--- src/rtl/rvh_ptw_mem_bridge_if.sv ---
// ---------------------------------------------------------------------------
// rvh_ptw_mem_bridge_if
//   Bundles the walker-side and memory-side handshakes of the PTW memory
//   bridge, plus its status outputs.
//
//   slave  modport : the bridge itself
//   master modport : the surroundings (walker + memory port)
//
//   Walker request  : ptw_walk_req_vld_i / _id_i / _addr_i, ptw_walk_req_rdy_o
//   Walker response : ptw_walk_resp_vld_o / _pte_o, ptw_walk_resp_rdy_i
//   Memory request  : mem_req_vld_o / _tag_o / _addr_o, mem_req_rdy_i
//   Memory response : mem_resp_vld_i / _tag_i / _data_i / _err_i
//   Status          : outstanding_cnt_o, protocol_err_o
// ---------------------------------------------------------------------------
interface rvh_ptw_mem_bridge_if #(
  parameter int PADDR_WIDTH  = 56,
  parameter int PTW_ID_WIDTH = 1,
  parameter int PTE_WIDTH    = 64,
  parameter int TAG_WIDTH    = 2
);

  logic                    ptw_walk_req_vld_i;
  logic [PTW_ID_WIDTH-1:0] ptw_walk_req_id_i;
  logic [PADDR_WIDTH-1:0]  ptw_walk_req_addr_i;
  logic                    ptw_walk_req_rdy_o;

  logic                    ptw_walk_resp_vld_o;
  logic [PTE_WIDTH-1:0]    ptw_walk_resp_pte_o;
  logic                    ptw_walk_resp_rdy_i;

  logic                    mem_req_vld_o;
  logic [TAG_WIDTH-1:0]    mem_req_tag_o;
  logic [PADDR_WIDTH-1:0]  mem_req_addr_o;
  logic                    mem_req_rdy_i;

  logic                    mem_resp_vld_i;
  logic [TAG_WIDTH-1:0]    mem_resp_tag_i;
  logic [PTE_WIDTH-1:0]    mem_resp_data_i;
  logic                    mem_resp_err_i;

  logic [TAG_WIDTH:0]      outstanding_cnt_o;
  logic                    protocol_err_o;

  modport slave (
    input  ptw_walk_req_vld_i, ptw_walk_req_id_i, ptw_walk_req_addr_i,
    output ptw_walk_req_rdy_o,
    output ptw_walk_resp_vld_o, ptw_walk_resp_pte_o,
    input  ptw_walk_resp_rdy_i,
    output mem_req_vld_o, mem_req_tag_o, mem_req_addr_o,
    input  mem_req_rdy_i,
    input  mem_resp_vld_i, mem_resp_tag_i, mem_resp_data_i, mem_resp_err_i,
    output outstanding_cnt_o, protocol_err_o
  );

  modport master (
    output ptw_walk_req_vld_i, ptw_walk_req_id_i, ptw_walk_req_addr_i,
    input  ptw_walk_req_rdy_o,
    input  ptw_walk_resp_vld_o, ptw_walk_resp_pte_o,
    output ptw_walk_resp_rdy_i,
    input  mem_req_vld_o, mem_req_tag_o, mem_req_addr_o,
    output mem_req_rdy_i,
    output mem_resp_vld_i, mem_resp_tag_i, mem_resp_data_i, mem_resp_err_i,
    input  outstanding_cnt_o, protocol_err_o
  );

endinterface

--- src/rtl/rvh_ptw_mem_bridge.sv ---
// ---------------------------------------------------------------------------
// rvh_ptw_mem_bridge
//   Turns page-table-walker PTE fetches into tagged 64-bit memory reads and
//   returns the PTEs to the walker strictly in request order, even when the
//   memory answers out of order. Bus errors and misaligned PTE addresses come
//   back as an all-zero PTE (V=0) so the walker raises a page fault.
//
//   Ports:
//     clk  - clock
//     rst  - synchronous, active-high reset
//     bus  - rvh_ptw_mem_bridge_if.slave (walker req/resp, memory req/resp,
//            outstanding_cnt_o, protocol_err_o)
// ---------------------------------------------------------------------------
module rvh_ptw_mem_bridge #(
  parameter int PADDR_WIDTH     = 56,
  parameter int PTW_ID_WIDTH    = 1,
  parameter int PTE_WIDTH       = 64,
  parameter int MAX_OUTSTANDING = 4,
  parameter int TAG_WIDTH       = 2
) (
  input  logic                clk,
  input  logic                rst,
  rvh_ptw_mem_bridge_if.slave bus
);

  // ISSUE is kept as a reserved encoding; slots never enter it.
  typedef enum logic [1:0] {
    SLOT_FREE  = 2'd0,
    SLOT_ISSUE = 2'd1,
    SLOT_PEND  = 2'd2,
    SLOT_DONE  = 2'd3
  } slot_state_e;

  slot_state_e             slot_state_q [MAX_OUTSTANDING];
  slot_state_e             slot_state_d [MAX_OUTSTANDING];
  logic [PTE_WIDTH-1:0]    slot_data_q  [MAX_OUTSTANDING];
  logic [PTE_WIDTH-1:0]    slot_data_d  [MAX_OUTSTANDING];
  logic [PTW_ID_WIDTH-1:0] slot_id_q    [MAX_OUTSTANDING];
  logic [PTW_ID_WIDTH-1:0] slot_id_d    [MAX_OUTSTANDING];
  logic [PADDR_WIDTH-1:0]  slot_addr_q  [MAX_OUTSTANDING];
  logic [PADDR_WIDTH-1:0]  slot_addr_d  [MAX_OUTSTANDING];

  logic [TAG_WIDTH-1:0]    head_q, head_d;
  logic [TAG_WIDTH-1:0]    tail_q, tail_d;
  logic                    mem_req_vld_q, mem_req_vld_d;
  logic [TAG_WIDTH-1:0]    mem_req_tag_q, mem_req_tag_d;
  logic                    resp_vld_q, resp_vld_d;
  logic [PTE_WIDTH-1:0]    resp_pte_q, resp_pte_d;
  logic                    proto_err_q, proto_err_d;

  logic                    req_rdy;
  logic                    accept;
  logic                    resp_hit;
  logic [PTE_WIDTH-1:0]    resp_value;
  logic                    head_bypass;
  logic                    out_free;
  logic [TAG_WIDTH:0]      outstanding_cnt;
  logic                    unused_slot_id;

  // A slot can be claimed only when it is FREE and the single memory request
  // register is empty or draining this cycle.
  assign req_rdy = (slot_state_q[tail_q] == SLOT_FREE) &&
                   (!mem_req_vld_q || bus.mem_req_rdy_i);
  assign accept  = bus.ptw_walk_req_vld_i && req_rdy;

  assign resp_hit   = bus.mem_resp_vld_i &&
                      (slot_state_q[bus.mem_resp_tag_i] == SLOT_PEND);
  assign resp_value = bus.mem_resp_err_i ? '0 : bus.mem_resp_data_i;

  // Data for the head slot goes straight into the output register so the
  // walker sees it the cycle after the memory response.
  assign head_bypass = resp_hit && (bus.mem_resp_tag_i == head_q);
  assign out_free    = !resp_vld_q || bus.ptw_walk_resp_rdy_i;

  // Next-state for slots, pointers, the memory request register and the
  // walker response register. The three event sources touch distinct slots:
  // tail is FREE, a response hits a PEND slot, and the head load uses a DONE
  // slot (or the PEND head being bypassed, where the load's FREE wins).
  always_comb begin
    slot_state_d  = slot_state_q;
    slot_data_d   = slot_data_q;
    slot_id_d     = slot_id_q;
    slot_addr_d   = slot_addr_q;
    head_d        = head_q;
    tail_d        = tail_q;
    mem_req_vld_d = mem_req_vld_q;
    mem_req_tag_d = mem_req_tag_q;
    resp_vld_d    = resp_vld_q;
    resp_pte_d    = resp_pte_q;
    proto_err_d   = proto_err_q;

    if (mem_req_vld_q && bus.mem_req_rdy_i) begin
      mem_req_vld_d = 1'b0;
    end

    if (accept) begin
      slot_id_d[tail_q]   = bus.ptw_walk_req_id_i;
      slot_addr_d[tail_q] = bus.ptw_walk_req_addr_i;
      if (bus.ptw_walk_req_addr_i[2:0] == 3'b000) begin
        slot_state_d[tail_q] = SLOT_PEND;
        mem_req_vld_d        = 1'b1;
        mem_req_tag_d        = tail_q;
      end else begin
        slot_state_d[tail_q] = SLOT_DONE;
        slot_data_d[tail_q]  = '0;
      end
      tail_d = tail_q + TAG_WIDTH'(1);
    end

    if (resp_hit) begin
      slot_state_d[bus.mem_resp_tag_i] = SLOT_DONE;
      slot_data_d[bus.mem_resp_tag_i]  = resp_value;
    end else if (bus.mem_resp_vld_i) begin
      proto_err_d = 1'b1;
    end

    if (resp_vld_q && bus.ptw_walk_resp_rdy_i) begin
      resp_vld_d = 1'b0;
    end

    if (out_free && ((slot_state_q[head_q] == SLOT_DONE) || head_bypass)) begin
      resp_vld_d           = 1'b1;
      resp_pte_d           = head_bypass ? resp_value : slot_data_q[head_q];
      slot_state_d[head_q] = SLOT_FREE;
      head_d               = head_q + TAG_WIDTH'(1);
    end
  end

  always_ff @(posedge clk) begin
    if (rst) begin
      for (int i = 0; i < MAX_OUTSTANDING; i++) begin
        slot_state_q[i] <= SLOT_FREE;
        slot_data_q[i]  <= '0;
        slot_id_q[i]    <= '0;
        slot_addr_q[i]  <= '0;
      end
      head_q        <= '0;
      tail_q        <= '0;
      mem_req_vld_q <= 1'b0;
      mem_req_tag_q <= '0;
      resp_vld_q    <= 1'b0;
      resp_pte_q    <= '0;
      proto_err_q   <= 1'b0;
    end else begin
      slot_state_q  <= slot_state_d;
      slot_data_q   <= slot_data_d;
      slot_id_q     <= slot_id_d;
      slot_addr_q   <= slot_addr_d;
      head_q        <= head_d;
      tail_q        <= tail_d;
      mem_req_vld_q <= mem_req_vld_d;
      mem_req_tag_q <= mem_req_tag_d;
      resp_vld_q    <= resp_vld_d;
      resp_pte_q    <= resp_pte_d;
      proto_err_q   <= proto_err_d;
    end
  end

  // Occupied slots plus an unconsumed response sitting in the output register.
  always_comb begin
    outstanding_cnt = '0;
    for (int i = 0; i < MAX_OUTSTANDING; i++) begin
      if (slot_state_q[i] != SLOT_FREE) begin
        outstanding_cnt = outstanding_cnt + (TAG_WIDTH+1)'(1);
      end
    end
    if (resp_vld_q) begin
      outstanding_cnt = outstanding_cnt + (TAG_WIDTH+1)'(1);
    end
  end

  // The walker id is kept per slot purely for debug visibility.
  always_comb begin
    unused_slot_id = 1'b0;
    for (int i = 0; i < MAX_OUTSTANDING; i++) begin
      unused_slot_id = unused_slot_id ^ (^slot_id_q[i]);
    end
  end

  // The issued address is read from the slot named by the request register;
  // a PEND slot's address cannot change, so the request holds stable.
  assign bus.ptw_walk_req_rdy_o  = req_rdy;
  assign bus.ptw_walk_resp_vld_o = resp_vld_q;
  assign bus.ptw_walk_resp_pte_o = resp_pte_q;
  assign bus.mem_req_vld_o       = mem_req_vld_q;
  assign bus.mem_req_tag_o       = mem_req_tag_q;
  assign bus.mem_req_addr_o      = slot_addr_q[mem_req_tag_q];
  assign bus.outstanding_cnt_o   = outstanding_cnt;
  assign bus.protocol_err_o      = proto_err_q;

endmodule

--- src/flat_wrapper.sv ---
// flat-port wrapper written by rule: the top's interface ports become plain ports
module rvh_ptw_mem_bridge_flat 
#(
  parameter int PADDR_WIDTH     = 56,
  parameter int PTW_ID_WIDTH    = 1,
  parameter int PTE_WIDTH       = 64,
  parameter int MAX_OUTSTANDING = 4,
  parameter int TAG_WIDTH       = 2
)
  (clk, rst, bus_ptw_walk_req_vld_i, bus_ptw_walk_req_id_i, bus_ptw_walk_req_addr_i, bus_ptw_walk_req_rdy_o, bus_ptw_walk_resp_vld_o, bus_ptw_walk_resp_pte_o, bus_ptw_walk_resp_rdy_i, bus_mem_req_vld_o, bus_mem_req_tag_o, bus_mem_req_addr_o, bus_mem_req_rdy_i, bus_mem_resp_vld_i, bus_mem_resp_tag_i, bus_mem_resp_data_i, bus_mem_resp_err_i, bus_outstanding_cnt_o, bus_protocol_err_o);
  rvh_ptw_mem_bridge_if #(.PADDR_WIDTH(PADDR_WIDTH), .PTW_ID_WIDTH(PTW_ID_WIDTH), .PTE_WIDTH(PTE_WIDTH), .TAG_WIDTH(TAG_WIDTH)) bus_i ();
  input  logic clk;
  input  logic rst;
  input wire logic [$bits(bus_i.ptw_walk_req_vld_i)-1:0] bus_ptw_walk_req_vld_i;
  input wire logic [$bits(bus_i.ptw_walk_req_id_i)-1:0] bus_ptw_walk_req_id_i;
  input wire logic [$bits(bus_i.ptw_walk_req_addr_i)-1:0] bus_ptw_walk_req_addr_i;
  output wire logic [$bits(bus_i.ptw_walk_req_rdy_o)-1:0] bus_ptw_walk_req_rdy_o;
  output wire logic [$bits(bus_i.ptw_walk_resp_vld_o)-1:0] bus_ptw_walk_resp_vld_o;
  output wire logic [$bits(bus_i.ptw_walk_resp_pte_o)-1:0] bus_ptw_walk_resp_pte_o;
  input wire logic [$bits(bus_i.ptw_walk_resp_rdy_i)-1:0] bus_ptw_walk_resp_rdy_i;
  output wire logic [$bits(bus_i.mem_req_vld_o)-1:0] bus_mem_req_vld_o;
  output wire logic [$bits(bus_i.mem_req_tag_o)-1:0] bus_mem_req_tag_o;
  output wire logic [$bits(bus_i.mem_req_addr_o)-1:0] bus_mem_req_addr_o;
  input wire logic [$bits(bus_i.mem_req_rdy_i)-1:0] bus_mem_req_rdy_i;
  input wire logic [$bits(bus_i.mem_resp_vld_i)-1:0] bus_mem_resp_vld_i;
  input wire logic [$bits(bus_i.mem_resp_tag_i)-1:0] bus_mem_resp_tag_i;
  input wire logic [$bits(bus_i.mem_resp_data_i)-1:0] bus_mem_resp_data_i;
  input wire logic [$bits(bus_i.mem_resp_err_i)-1:0] bus_mem_resp_err_i;
  output wire logic [$bits(bus_i.outstanding_cnt_o)-1:0] bus_outstanding_cnt_o;
  output wire logic [$bits(bus_i.protocol_err_o)-1:0] bus_protocol_err_o;
  assign bus_i.ptw_walk_req_vld_i = bus_ptw_walk_req_vld_i;
  assign bus_i.ptw_walk_req_id_i = bus_ptw_walk_req_id_i;
  assign bus_i.ptw_walk_req_addr_i = bus_ptw_walk_req_addr_i;
  assign bus_ptw_walk_req_rdy_o = bus_i.ptw_walk_req_rdy_o;
  assign bus_ptw_walk_resp_vld_o = bus_i.ptw_walk_resp_vld_o;
  assign bus_ptw_walk_resp_pte_o = bus_i.ptw_walk_resp_pte_o;
  assign bus_i.ptw_walk_resp_rdy_i = bus_ptw_walk_resp_rdy_i;
  assign bus_mem_req_vld_o = bus_i.mem_req_vld_o;
  assign bus_mem_req_tag_o = bus_i.mem_req_tag_o;
  assign bus_mem_req_addr_o = bus_i.mem_req_addr_o;
  assign bus_i.mem_req_rdy_i = bus_mem_req_rdy_i;
  assign bus_i.mem_resp_vld_i = bus_mem_resp_vld_i;
  assign bus_i.mem_resp_tag_i = bus_mem_resp_tag_i;
  assign bus_i.mem_resp_data_i = bus_mem_resp_data_i;
  assign bus_i.mem_resp_err_i = bus_mem_resp_err_i;
  assign bus_outstanding_cnt_o = bus_i.outstanding_cnt_o;
  assign bus_protocol_err_o = bus_i.protocol_err_o;
  rvh_ptw_mem_bridge #(.PADDR_WIDTH(PADDR_WIDTH), .PTW_ID_WIDTH(PTW_ID_WIDTH), .PTE_WIDTH(PTE_WIDTH), .MAX_OUTSTANDING(MAX_OUTSTANDING), .TAG_WIDTH(TAG_WIDTH)) u_core (.clk(clk), .rst(rst), .bus(bus_i));
endmodule
--- config.mk ---
export PLATFORM = sky130hd
export DESIGN_NAME = rvh_ptw_mem_bridge_flat
export DESIGN_NICKNAME = d
export VERILOG_FILES = /design/src/rtl/rvh_ptw_mem_bridge_if.sv /design/src/rtl/rvh_ptw_mem_bridge.sv /design/src/flat_wrapper.sv
export SDC_FILE = /design/constraint.sdc
export NUM_CORES = 1
export LEC_CHECK = 0
export ABC_CLOCK_PERIOD_IN_PS = 3400
export BUFFER_PORTS_ARGS = -buffer_cell sky130_fd_sc_hd__buf_4
export CELL_PAD_IN_SITES_DETAIL_PLACEMENT = 1
export CELL_PAD_IN_SITES_GLOBAL_PLACEMENT = 2
export CORE_MARGIN = 2
export CORE_UTILIZATION = 37
export DETAILED_ROUTE_END_ITERATION = 10
export PLACE_DENSITY = 0.79
export REMOVE_ABC_BUFFERS = 1
export SLEW_MARGIN = 20
export SYNTH_ARGS = -nofsm -noshare
export SYNTH_HDL_FRONTEND = slang
export SYNTH_SLANG_ARGS = --single-unit
--- constraint.sdc ---
create_clock -name clk -period 3.4 [get_ports clk]
set_input_delay 0.68 -clock clk [delete_from_list [all_inputs] [get_ports clk]]
set_output_delay 0.68 -clock clk [all_outputs]
set_load 0.05 [all_outputs]
[Word-level counts from Yosys, hierarchy flattened]
Index checks and enable logic that the tools add are counted.
W data, S select, Z words.
Storage, ports and cells
  register bits: 561
  bits of input ports: 130
  word-level logic and storage cells: 121
Cells by class
  $lt $le $gt $ge: 7
  eq/ne operators: 3
  reductions and logical operators: 24
  add/subtract/negate cells: 6
  bitwise gates (word level): 14
  multiplexer cells: 48
Operator list (count)
  $mux W256: 3
  $mux W64: 6
  $and A256 B256 Y256: 1
  $bwmux W256: 1
  $demux W64 S2: 2
  $not A256 Y256: 1
  $bwmux W224: 1
  $mux W56: 3
  $bmux W64 S2: 1
  $bmux W56 S2: 1
  $demux W56 S2: 1
  $mux W8: 4
  $mux W2: 9
  $or A8 B8 Y8: 2
  $bmux W2 S2: 3
  $demux W2 S2: 3
  $ge A3 B3 Y1 const B: 4
  $mux W3: 4
  $not A2 Y3: 4
  $logic_and A1 B1 Y1: 10
  $reduce_bool A2 Y1: 5
  $add A3 B1 Y3 const B: 3
  $lt A3 B1 Y1 const B: 3
  $and A8 B8 Y8: 1
  other kinds (15): 26

[Logic depth before layout (Yosys ltp)]
Gate-level depths: netlist of the first run.
  depth in word-level cells: 13
  gate-level depth with buffers: 10
  depth with buffers taken out: 10

[Least setup slack after synthesis of the first run]
Ideal clock, no wire load.
  kind: register to output
  start point: reg u_core.slot_state_q[5] (netlist name)
  end point: out bus_outstanding_cnt_o[2]
  slack: -0.069 ns
  path buffers: 0
  arrival time: 2.789 ns
  cell stages (with the launch flop): 10
  cells stage by stage: dfxtp_1 or2_1 ha_1 xnor2_1 ha_1 mux2_2 ha_1 nand2_1 xor2_1 xnor2_1
On the way
  longest elaborated chain between the ends: 8
Ends and longest elaborated chain
  start, declared: line rvh_ptw_mem_bridge.sv:34  | slot_state_e slot_state_q [MAX_OUTSTANDING];
  start signal, assigned: line rvh_ptw_mem_bridge.sv:145  | slot_state_q <= slot_state_d;
  $reduce_bool A2 Y1 *: line rvh_ptw_mem_bridge.sv:163  | if (slot_state_q[i] != SLOT_FREE) begin
  $mux W3 *: line rvh_ptw_mem_bridge.sv:163
  $add A3 B1 Y3: line rvh_ptw_mem_bridge.sv:164  | outstanding_cnt = outstanding_cnt + (TAG_WIDTH+1)'(1);
  $mux W3 *: line rvh_ptw_mem_bridge.sv:163
  $add A3 B1 Y3: line rvh_ptw_mem_bridge.sv:164
  $mux W3 *: line rvh_ptw_mem_bridge.sv:163
  $add A3 B1 Y3: line rvh_ptw_mem_bridge.sv:168  | outstanding_cnt = outstanding_cnt + (TAG_WIDTH+1)'(1);
  $mux W3 *: line rvh_ptw_mem_bridge.sv:167  | if (resp_vld_q) begin
  end, declared: line flat_wrapper.sv:29  | output wire logic [$bits(bus_i.outstanding_cnt_o)-1:0] bus_outstanding_cnt_o;
Mark *: on every way between the ends. The rest lies on a longest branch, timed or not.

[Worst setup path in the final report of the first run]
Same ends and word-level chain as after synthesis.

==> qor.txt, run 1 <==
Status - finished, violations left
Failing checks - setup timing
Clock latency on the worst-skew pair - 630 ps
WL/cell - 22.46 microns
First-pass GRT wire length - 125.7 mm
Dpl ws - 143.3 ps
Synth cell types - 49
Via count - 20292
FP Rows - 94
DR pass1 iterations - 4
Mapped cell area - 0.02463 sq mm
Global route overflow - 0
Final Setup Violations - 2
Tmin final - 3601 ps
Hold_buf cts - 0
Antenna violations before repair - 2
DRC Markers - 0
Tcrit/Tclk final - 105.9%
Slew Limit Headroom - 30.15%
Iteration-0 DRC Markers - 1083
Pleak - 0.009702 uW
Critical path capture point type - primary output
Final Worst Setup Slack - -201.5 ps
Setup CP Type - register to primary output
Placed cell count - 3492
Synth Instances - 2561
FF+latch count, synth - 561
Syn_area_per_cell - 9.617 sq um
Utilization after layout - 44.99%
Fin. max-slew vios - 0
Final Hold Viols - 0
Initial Util - 37.39%
Crit-path max FO - 3
Clock skew - 21.13 ps
Input/output buffers - 257
Setup TNS - -261.0 ps
Pin count of the biggest net entering global routing - 145
CTS tree - built
Total Power - 20220 uW
Die Area - 0.06864 sq mm
Worst setup SP type - register
Largest cells by area after synthesis - dfxtp_1 (46%), mux4_2 (11%), o32ai_1 (9.1%)
Ys async rst share - 0%
Final #Nets - 2836
Post-Layout Cell Count - 3610
All-Layer GR Usage - 23.21%
CTS sink cnt - 561
Main synth FF type - dfxtp_1
Max Root-Sink Buffers - 3
Num ports - 259
Worst slew pin tran - 1048 ps
Worst hold path class - input port to register
F_max - 277.7 MHz
DIE HEIGHT - 262 microns
Die W - 262 microns
Max_cap viols - 0
Sequential-to-total area share from yosys stat - 45.60%
# H-tree levels - 2
CP arrival - 2920 ps
GPL Wtd Cong - 0.7466
Clk root buf - clkbuf_16
Worst Path Required - 2720 ps
RSZ-0062 raised after global routing - true
WL final - 81.10 mm
Syn-to-layout area delta - 20.32%
Worst Reg-to-Reg Cells - 5
Post-synth EDFFs - 0
CTS Buf Count - 61
Dpl hpwl - 46.61 mm
Max IR drop VDD - 0.0004495 V
ANT nets after route - 0
Synth warnings - 0
Pwr Density - 682.2 mW/mm^2
Clk slew on worst S/H paths - 60 ps
Via density per instance - 5.621
Layout cells sized above 1 - 26.95%
Hold Crit Depth - 3
Vias in the first global route - 21867
Core area - 0.06586 sq mm
Yosys top cell by area - dfxtp_1
Synth top area share - 45.60%
==> layer usage <==
layer,wire [microns],vias up,global-route usage [%],part of all wire [%]
met4,2299,0,7.423,2.8
li1,-,9375,-,-
met1,35270,10394,29.65,43
met5,0,-,0,0
met2,40270,413,40.68,50
met3,3261,110,2.961,4.0
==> synthesized netlist by cell type, types with 3 or more instances <==
| library cell | n |
|---|---|
| inv_1 | 324 |
| and3_1 | 5 |
| nand3_2 | 4 |
| and2_1 | 3 |
| nand2_1 | 459 |
| o21ai_0 | 68 |
| buf_1 | 4 |
| nand3_1 | 6 |
| nand2b_1 | 3 |
| or3b_2 | 100 |
| mux4_2 | 123 |
| a21oi_1 | 232 |
| nand4_1 | 5 |
| buf_4 | 18 |
| or3b_1 | 28 |
| a21o_1 | 3 |
| o32ai_1 | 256 |
| clkbuf_1 | 165 |
| buf_2 | 50 |
| xnor2_1 | 6 |
| nor2_1 | 12 |
| a221oi_2 | 60 |
| ha_1 | 12 |
| a31oi_1 | 4 |
| buf_6 | 10 |
| a211oi_1 | 8 |
| a221oi_1 | 4 |
| dfxtp_1 | 561 |
==> cell usage in the layout (no fill, tap or decap), types with 3 or more instances in the layout <==
cell and instances:
a211oi_1 8, a21o_1 3, a21oi_1 232, a221oi_1 4, a221oi_2 60, a31oi_1 4, and2_1 3, and3_2 4
buf_12 29, buf_4 285, bufinv_16 7, clkbuf_1 13, clkbuf_16 62, clkbuf_8 15, clkinv_2 11, dfxtp_1 554
dfxtp_2 5, diode_2 4, ha_1 9, ha_4 3, inv_1 324, mux4_2 123, nand2_1 457, nand2b_1 3
nand3_1 5, nand3_2 5, nand4_1 5, nor2_1 11, o21ai_0 64, o21ai_4 4, o32ai_1 256, or3b_1 28
or3b_2 100, xnor2_1 5
==> cells by family (layout without fill, tap and decap cells) <==
family	Yosys count	after routing	share of synthesized area, %
buffers and inverters	573	754	9.566
AOI/OAI and AO/OA	640	640	19.60
and+or+nand+nor	640	640	12.92
adders and majority gates	12	12	0.6096
DFF	561	561	45.60
xor gates and xnor gates	8	8	0.2845
muxes	127	127	11.42
other	0	4	0
==> registers in the layout, indices dropped and copies added, names as in the netlist <==
signal / flops
u_core.bus.ptw_walk_resp_vld_o: 1
u_core.tail_q: 2
u_core.bus.mem_req_tag_o: 2
u_core.bus.mem_req_vld_o: 1
u_core.slot_state_q: 8
u_core.slot_addr_q: 224
u_core.bus.ptw_walk_resp_pte_o: 64
u_core.slot_data_q: 256
u_core.bus.protocol_err_o: 1
u_core.head_q: 2
==> power breakdown <==
group / total, uW / switching [uW] / internal [uW]
registers: 7440 / 335 / 7110
logic: 5790 / 3870 / 1920
clock network: 6990 / 2800 / 4190
==> cell type report <==
type | count | area, sq um
Clock buffer | 90 | 1807
Fill cell | 7285 | 36230
Clock inverter | 21 | 297.8
Multi-Input combinational cell | 1427 | 11190
Tap cell | 864 | 1081
Inverter | 326 | 1224
Antenna cell | 4 | 10.01
Sequential cell | 561 | 11240
Timing Repair Buffer | 317 | 2778
==> worst paths after layout <==
| path | startpoint | endpoint | slack (ps) |
|---|---|---|---|
| max | u_core.slot_state_q[5] | bus_outstanding_cnt_o[2] | -200 |
| min | bus_ptw_walk_req_addr_i[51] | u_core.slot_addr_q[163] | 330 |
| max reg2reg | u_core.slot_state_q[1] | u_core.slot_data_q[254] | 900 |
| min reg2reg | u_core.slot_addr_q[64] | u_core.slot_addr_q[64] | 450 |
==> metrics by stage <==
step,instance area (sq um),hold slack (ps)
after floorplan,23500,427.1
final,29630,334.4
after global placement,27370,438.2
after CTS,29540,295.8
after detailed placement,27370,446.3
after global routing,29630,314.8
==> critical path, stage by stage (launching register included) <==
cell and delay [ps]:
dfxtp_2 320, or2_4 270, ha_4 270, xnor2_4 170, ha_4 220, mux2_4 290
ha_4 170, nand2_4 70, xor2_2 160, xnor2_1 150, buf_4 230
==> what timing repair did <==
item                       in CTS  in global routing
setup buffers                   2                  0
gates resized for setup        11                 10
pin swaps                       7                  4
setup endpoints to repair       2                  2
Note: power is estimated with default switching activity, not from simulation.
==> inputs of run 2 (changes only) <==
ABC_AREA = 1   (was default)
CORE_UTILIZATION = 33   (was 37)
MAX_ROUTING_LAYER = met4   (was default)
==> run 2 against run 1 <==
- the run still ends with setup timing left
- utilization down 5.4 points
- sequential power increased by 8.6%
- wire length grew 19%
- critical path depth increased by 4
- synthesized area up 4.9%
- register-to-register slack lost 20 ps
- hold slack better by 18 ps
- die area grew 17%
- via count rose by 26%
- flip-flop and latch count unchanged
- largest cell class is now multi-input gates
- largest power group is now combinational cells
- highest routed layer unchanged
==> qor.txt, run 2 <==
Final #Nets - 3968
Pleak - 0.01230 uW
WL final - 96.42 mm
Clock skew - 20.03 ps
WL/cell - 19.61 microns
Clock latency on the worst-skew pair - 600 ps
M3 GR Usage - 2.838%
Clk root buf - clkbuf_16
Clock Power Share - 28.2%
Clk slew on worst S/H paths - 50 ps
Die W - 283.8 microns
DRC Markers - 0
R2R setup slack - 880 ps
Syn-to-layout area delta - 18.89%
Switching share of power - 42.65%
Iteration-0 DRC Markers - 1601
Failing checks - setup timing
Num ports - 259
Placed cell count - 4791
Mapped cell area - 0.02583 sq mm
FP Rows - 102
Fin. max-slew vios - 0
Antenna violations before repair - 1
Post-synth EDFFs - 0
Layout cells sized above 1 - 12.62%
GRT met1 Usage - 30.56%
Synth warnings - 0
Seq pwr share - 30.8%
Vias in the first global route - 26164
Max Root-Sink Buffers - 3
Worst hold path class - input port to register
Crit-path max FO - 2
Dpl hpwl - 52.70 mm
FF+latch count, synth - 561
Hold_buf cts - 0
GPL Wtd Cong - 0.7508
Syn_area_per_cell - 6.886 sq um
Final Hold Viols - 0
Worst Reg-to-Reg Cells - 11
Largest cells by area after synthesis - dfxtp_1 (43%), nand2_1 (11%), a21oi_1 (9.5%)
Post-synth top cells - nand2_1 (783), dfxtp_1 (561), a21oi_1 (491)
Pwr Density - 855.7 mW/mm^2
Most flop-heavy register - u_core.slot_data_q
Main synth FF type - dfxtp_1
CTS sink cnt - 561
Synth cell types - 35
Most frequent cells in the layout - nand2_1 (781), dfxtp_1 (554), a21oi_1 (491)
Max_cap viols - 0
All-Layer GR Usage - 24.07%
Slowest stage delay, CP - 330 ps
ANT nets after route - 0
Via count - 25606
Hold Crit Start - bus_ptw_walk_req_addr_i[52]
Int Power - 15070 uW
Tmin final - 3488 ps
Worst path slowest cell - dfxtp_2
Hold Path End - u_core.slot_addr_q[108]
Input/output buffers - 257
Status - finished, violations left
Synth top area share - 43.48%
Via density per instance - 5.208
DIE HEIGHT - 283.8 microns
CP Cell Sequence - nor2_4, inv_2, ha_4, inv_2, xor2_2, inv_1, ha_1, nand2_1, nand2_2, ha_4, nand2_4, xor2_2, xnor2_1, buf_4
Combinational Power Share - 41.1%
Hold WS - 351.9 ps
# H-tree levels - 3
Hold Crit Depth - 3
Final Setup Violations - 1
Worst Path Buf+Inv - 4
Gr busiest metal - met2
CP arrival - 2810 ps
Most common cell after layout, fill and taps aside - nand2_1
Pin count of the biggest net entering global routing - 194
CTS tree - built
Largest delay share family, worst path - adder cells
Slew Limit Headroom - 23.01%
Max IR drop VDD - 0.0003852 V
RSZ-0062 raised after global routing - true
GRT met2 Usage - 40.75%
Ys async rst share - 0%
Die Area - 0.08053 sq mm
NetSw - 11210 uW
Global route overflow - 0
DR pass1 iterations - 7
Setup TNS - -88.14 ps
Count leader, synth - nand2_1
Largest register FFs - 256
Worst slew pin tran - 1155 ps
CTS Buf Count - 69
RR Startpoint - u_core.slot_state_q[7]
Synth Instances - 3751
Critical path capture point type - primary output
Core area - 0.07747 sq mm
Setup CP Type - register to primary output
Initial Util - 33.34%
Yosys top cell by area - dfxtp_1
Final Worst Setup Slack - -88.14 ps
Post-Layout Cell Count - 4917
Tcrit/Tclk final - 102.6%
R2R Path End - u_core.slot_data_q[136]
F_max - 286.7 MHz
Sequential-to-total area share from yosys stat - 43.48%
Worst setup SP type - register
Worst Path Required - 2720 ps
First-pass GRT wire length - 151.6 mm
## run 2: tightest hold or removal path, cell delays in order
cell and delay [ps]:
buf_4 120, nand2_1 60, a21oi_1 50
## run 2: how the worst max path moves through the flow
stage,startpoint,to,slack [ps],cells after the start
after global placement,u_core.slot_state_q[5],bus_outstanding_cnt_o[2],230,14
after global routing,u_core.slot_state_q[5],bus_outstanding_cnt_o[2],-240,14
after CTS,u_core.slot_state_q[4],bus_outstanding_cnt_o[2],-150,14
after floorplan,u_core.head_q[0],u_core.bus.ptw_walk_resp_pte_o[0],-3120,10
final,u_core.slot_state_q[5],bus_outstanding_cnt_o[2],-90,14
after detailed placement,u_core.slot_state_q[5],bus_outstanding_cnt_o[2],280,14
## run 2: power by group through the flow
| stage | sequential [uW] | clock (uW) | combinational (uW) |
|---|---|---|---|
| 2_1_floorplan | 9270 | 0 | 5630 |
| 3_3_place_gp | 8200 | 0 | 10600 |
| 3_5_place_dp | 8210 | 0 | 10700 |
| 4_1_cts | 8090 | 7580 | 10900 |
| 5_1_grt | 8200 | 7860 | 11800 |
| 6_report | 8080 | 7400 | 10800 |
## run 2: timing repair
item,CTS,global route
gates resized for setup,19,4
buffers inserted,3,1
endpoints found under the hold margin,0,0
pin swaps,7,4
setup endpoints to repair,2,2
## run 2: final cells by class
class,count,area [sq um]
Clock buffer,102,2115
Multi-Input combinational cell,2596,12030
Timing Repair Buffer,326,2825
Sequential cell,561,11250
Tap cell,1040,1301
Fill cell,9793,46760
Clock inverter,19,145.1
Antenna cell,1,2.502
Inverter,272,1046
## run 2: metrics by stage
step	total power (uW)	instance area, sq um	setup slack, ps	util, %
after global routing	27840	30710	-241.2	39.64
after floorplan	14900	24180	-3122	-
final	26280	30710	-88.14	39.64
after CTS	26540	30680	-149.2	39.60
after detailed placement	18880	28330	278.0	36.57
after global placement	18790	28330	226.6	36.57
## run 2: layer usage
metal  up-vias  wire, microns
li1      12448              -
met1     12511          44150
met2       532          46370
met3       115           4025
met4         0           1865
met5         -              0
## run 2: kinds of logic (layout without fill, tap and decap cells)
logic type / Yosys count / in the layout / synth area share, %
AOI/OAI and AO/OA: 962 / 962 / 19.23
xor gates and xnor gates: 5 / 5 / 0.1695
adders and majority gates: 12 / 12 / 0.5813
buffers and inverters: 594 / 719 / 10.39
DFF: 561 / 561 / 43.48
muxes: 1 / 1 / 0.04359
other: 0 / 1 / 0
and+or+nand+nor: 1616 / 1616 / 26.10
==> inputs of run 3 (changes only) <==
BUFFER_PORTS_ARGS = default   (was -buffer_cell sky130_fd_sc_hd__buf_4)
CORE_UTILIZATION = 35   (was 33)
DONT_BUFFER_PORTS = 1   (was default)
PLACE_DENSITY = 0.78   (was 0.79)
==> run 3 against run 2 <==
- the flow still finishes with violations (setup timing)
- critical path depth stayed put
- first-iteration DRC count is 8.6% higher
- sequential power is 14% higher
- combinational power is 15% lower
- clock power is 1% lower
- sequential share of layout area is 2.2 points higher
- critical path type unchanged
- critical endpoint unchanged
==> qor.txt, run 3 (same netlist as run 2, synthesis figures left out) <==
Status - finished, violations left
Failing checks - setup timing
Worst Path Required - 2720 ps
Pleak - 0.01119 uW
R2R setup slack - 800 ps
Worst Reg-to-Reg Cells - 8
Max IR drop VDD - 0.0005225 V
Clock skew - 25.40 ps
Slowest stage delay, CP - 350 ps
ANT nets after route - 0
Dpl ws - 254.3 ps
R2R Path End - u_core.slot_data_q[116]
DR pass1 iterations - 6
Core area - 0.07296 sq mm
CP endpoint - bus_outstanding_cnt_o[2]
Tcrit/Tclk final - 101.3%
CP startpoint - u_core.slot_state_q[6]
Via count - 25457
Die W - 275.7 microns
WL/cell - 21.03 microns
Antenna violations before repair - 0
Input/output buffers - 0
CTS sink cnt - 561
Cell Area, Placed - 0.02661 sq mm
Max_cap viols - 0
Num ports - 259
RR Startpoint - u_core.tail_q[0]
Worst Path Buf+Inv - 4
All-Layer GR Usage - 25.82%
GPL Wtd Cong - 0.7885
Layout cells sized above 1 - 7.348%
Worst slew pin tran - 1153 ps
Clk slew on worst S/H paths - 60 ps
Largest register FFs - 256
Global route overflow - 0
WL final - 97.17 mm
RSZ-0062 raised after global routing - true
Vias in the first global route - 26713
Via density per instance - 5.510
First-pass GRT wire length - 150.5 mm
Die Area - 0.07599 sq mm
Initial Util - 35.40%
Final Hold Viols - 0
Syn-to-layout area delta - 12.11%
Max Root-Sink Buffers - 3
Final Setup Violations - 2
Largest delay share family, worst path - adder cells
Pwr Density - 888.9 mW/mm^2
Tmin final - 3445 ps
# H-tree levels - 3
CP arrival - 2760 ps
Final Worst Setup Slack - -44.61 ps
Final #Nets - 3759
Setup CP Type - register to primary output
Fin. max-slew vios - 0
Worst hold path class - input port to register
Clock latency on the worst-skew pair - 600 ps
DRC Markers - 0
Clk root buf - clkbuf_16
Setup TNS - -46.41 ps
Post-route cell area - 0.02896 sq mm
Critical path capture point type - primary output
Utilization after layout - 39.69%
Antenna cells - 0
Dpl hpwl - 52.44 mm
Hold_buf cts - 0
Iteration-0 DRC Markers - 1739
Worst setup SP type - register
FP Rows - 99
Pin count of the biggest net entering global routing - 378
CTS tree - built
Most flop-heavy register - u_core.slot_data_q
Most common cell after layout, fill and taps aside - nand2_1
Total Power - 25740 uW
CP Cell Sequence - nor2_4, inv_2, ha_4, inv_2, xor2_2, inv_1, ha_1, nand2_1, nand2_2, ha_4, nand2_2, xor2_1, xnor2_1, buf_4
Crit-path max FO - 2
Worst path slowest cell - dfxtp_4
CP Depth - 14
Most frequent cells in the layout - nand2_1 (781), dfxtp_1 (553), a21oi_1 (491)
Slew Limit Headroom - 23.14%
F_max - 290.3 MHz
Hold Crit Start - rst
CTS Buf Count - 68
DIE HEIGHT - 275.7 microns
## run 3: changes by cell type in the layout (fill, tap and decap cells not counted), moves of 3 or more
cell / before / now
clkbuf_1: 10 / 14
clkbuf_8: 20 / 13
buf_4: 295 / 88
clkinv_2: 15 / 10
inv_6: 5 / 2
## run 3: worst register-to-register path, cell delays in order, from the launching register on
cell and delay, ps:
dfxtp_1 460, inv_2 110, o21ai_0 100, nand3_1 140, nand2_2 270, nand4_1 730
buf_12 460, nand3_1 120, a21oi_1 70
## run 3: routing by layer
layer / track usage [%] / vias to the layer above / routed length (microns)
met1: 30.01 / 12609 / 40890
met4: 8.279 / 0 / 2499
met3: 4.559 / 186 / 5688
li1: - / 12016 / -
met5: - / - / 0
met2: 44.93 / 646 / 48090
## run 3: how the worst min path moves through the flow
stage / endpoint / slack [ps] / cells past startpoint
final: u_core.slot_data_q[222] / 170 / 1
after global placement: u_core.slot_addr_q[24] / 430 / 2
after floorplan: u_core.slot_addr_q[171] / 430 / 2
after CTS: u_core.slot_data_q[222] / 160 / 1
after global routing: u_core.slot_data_q[233] / 150 / 1
after detailed placement: u_core.slot_addr_q[38] / 440 / 2
## run 3: area by class of cell
| class | count | area [sq um] |
|---|---|---|
| clock buffers | 100 | 2058 |
| clock inverters | 14 | 152.6 |
| fillers | 9101 | 44000 |
| inverters | 272 | 1046 |
| multi-input cells | 2596 | 12010 |
| flip-flops and latches | 561 | 11250 |
| well taps | 959 | 1200 |
| repair buffers | 118 | 1244 |
## run 3: where the power goes
group	total, uW	internal, uW	switching (uW)
clock network	7310	4400	2920
registers	9220	7510	1700
logic	9210	2750	6460
## run 3: stage by stage
stage | cells | hold WS, ps
2_1_floorplan | 3429 | 425.5
3_3_place_gp | 4498 | 430.7
3_5_place_dp | 4498 | 438.6
4_1_cts | 4620 | 161.3
5_1_grt | 4620 | 146.9
6_report | 4620 | 166.8
## run 3: timing repair
action	in CTS	in global routing
gates resized for setup	17	5
gates cloned	0	0
pin swaps	8	1
setup endpoints to repair	2	2
setup buffers	8	2
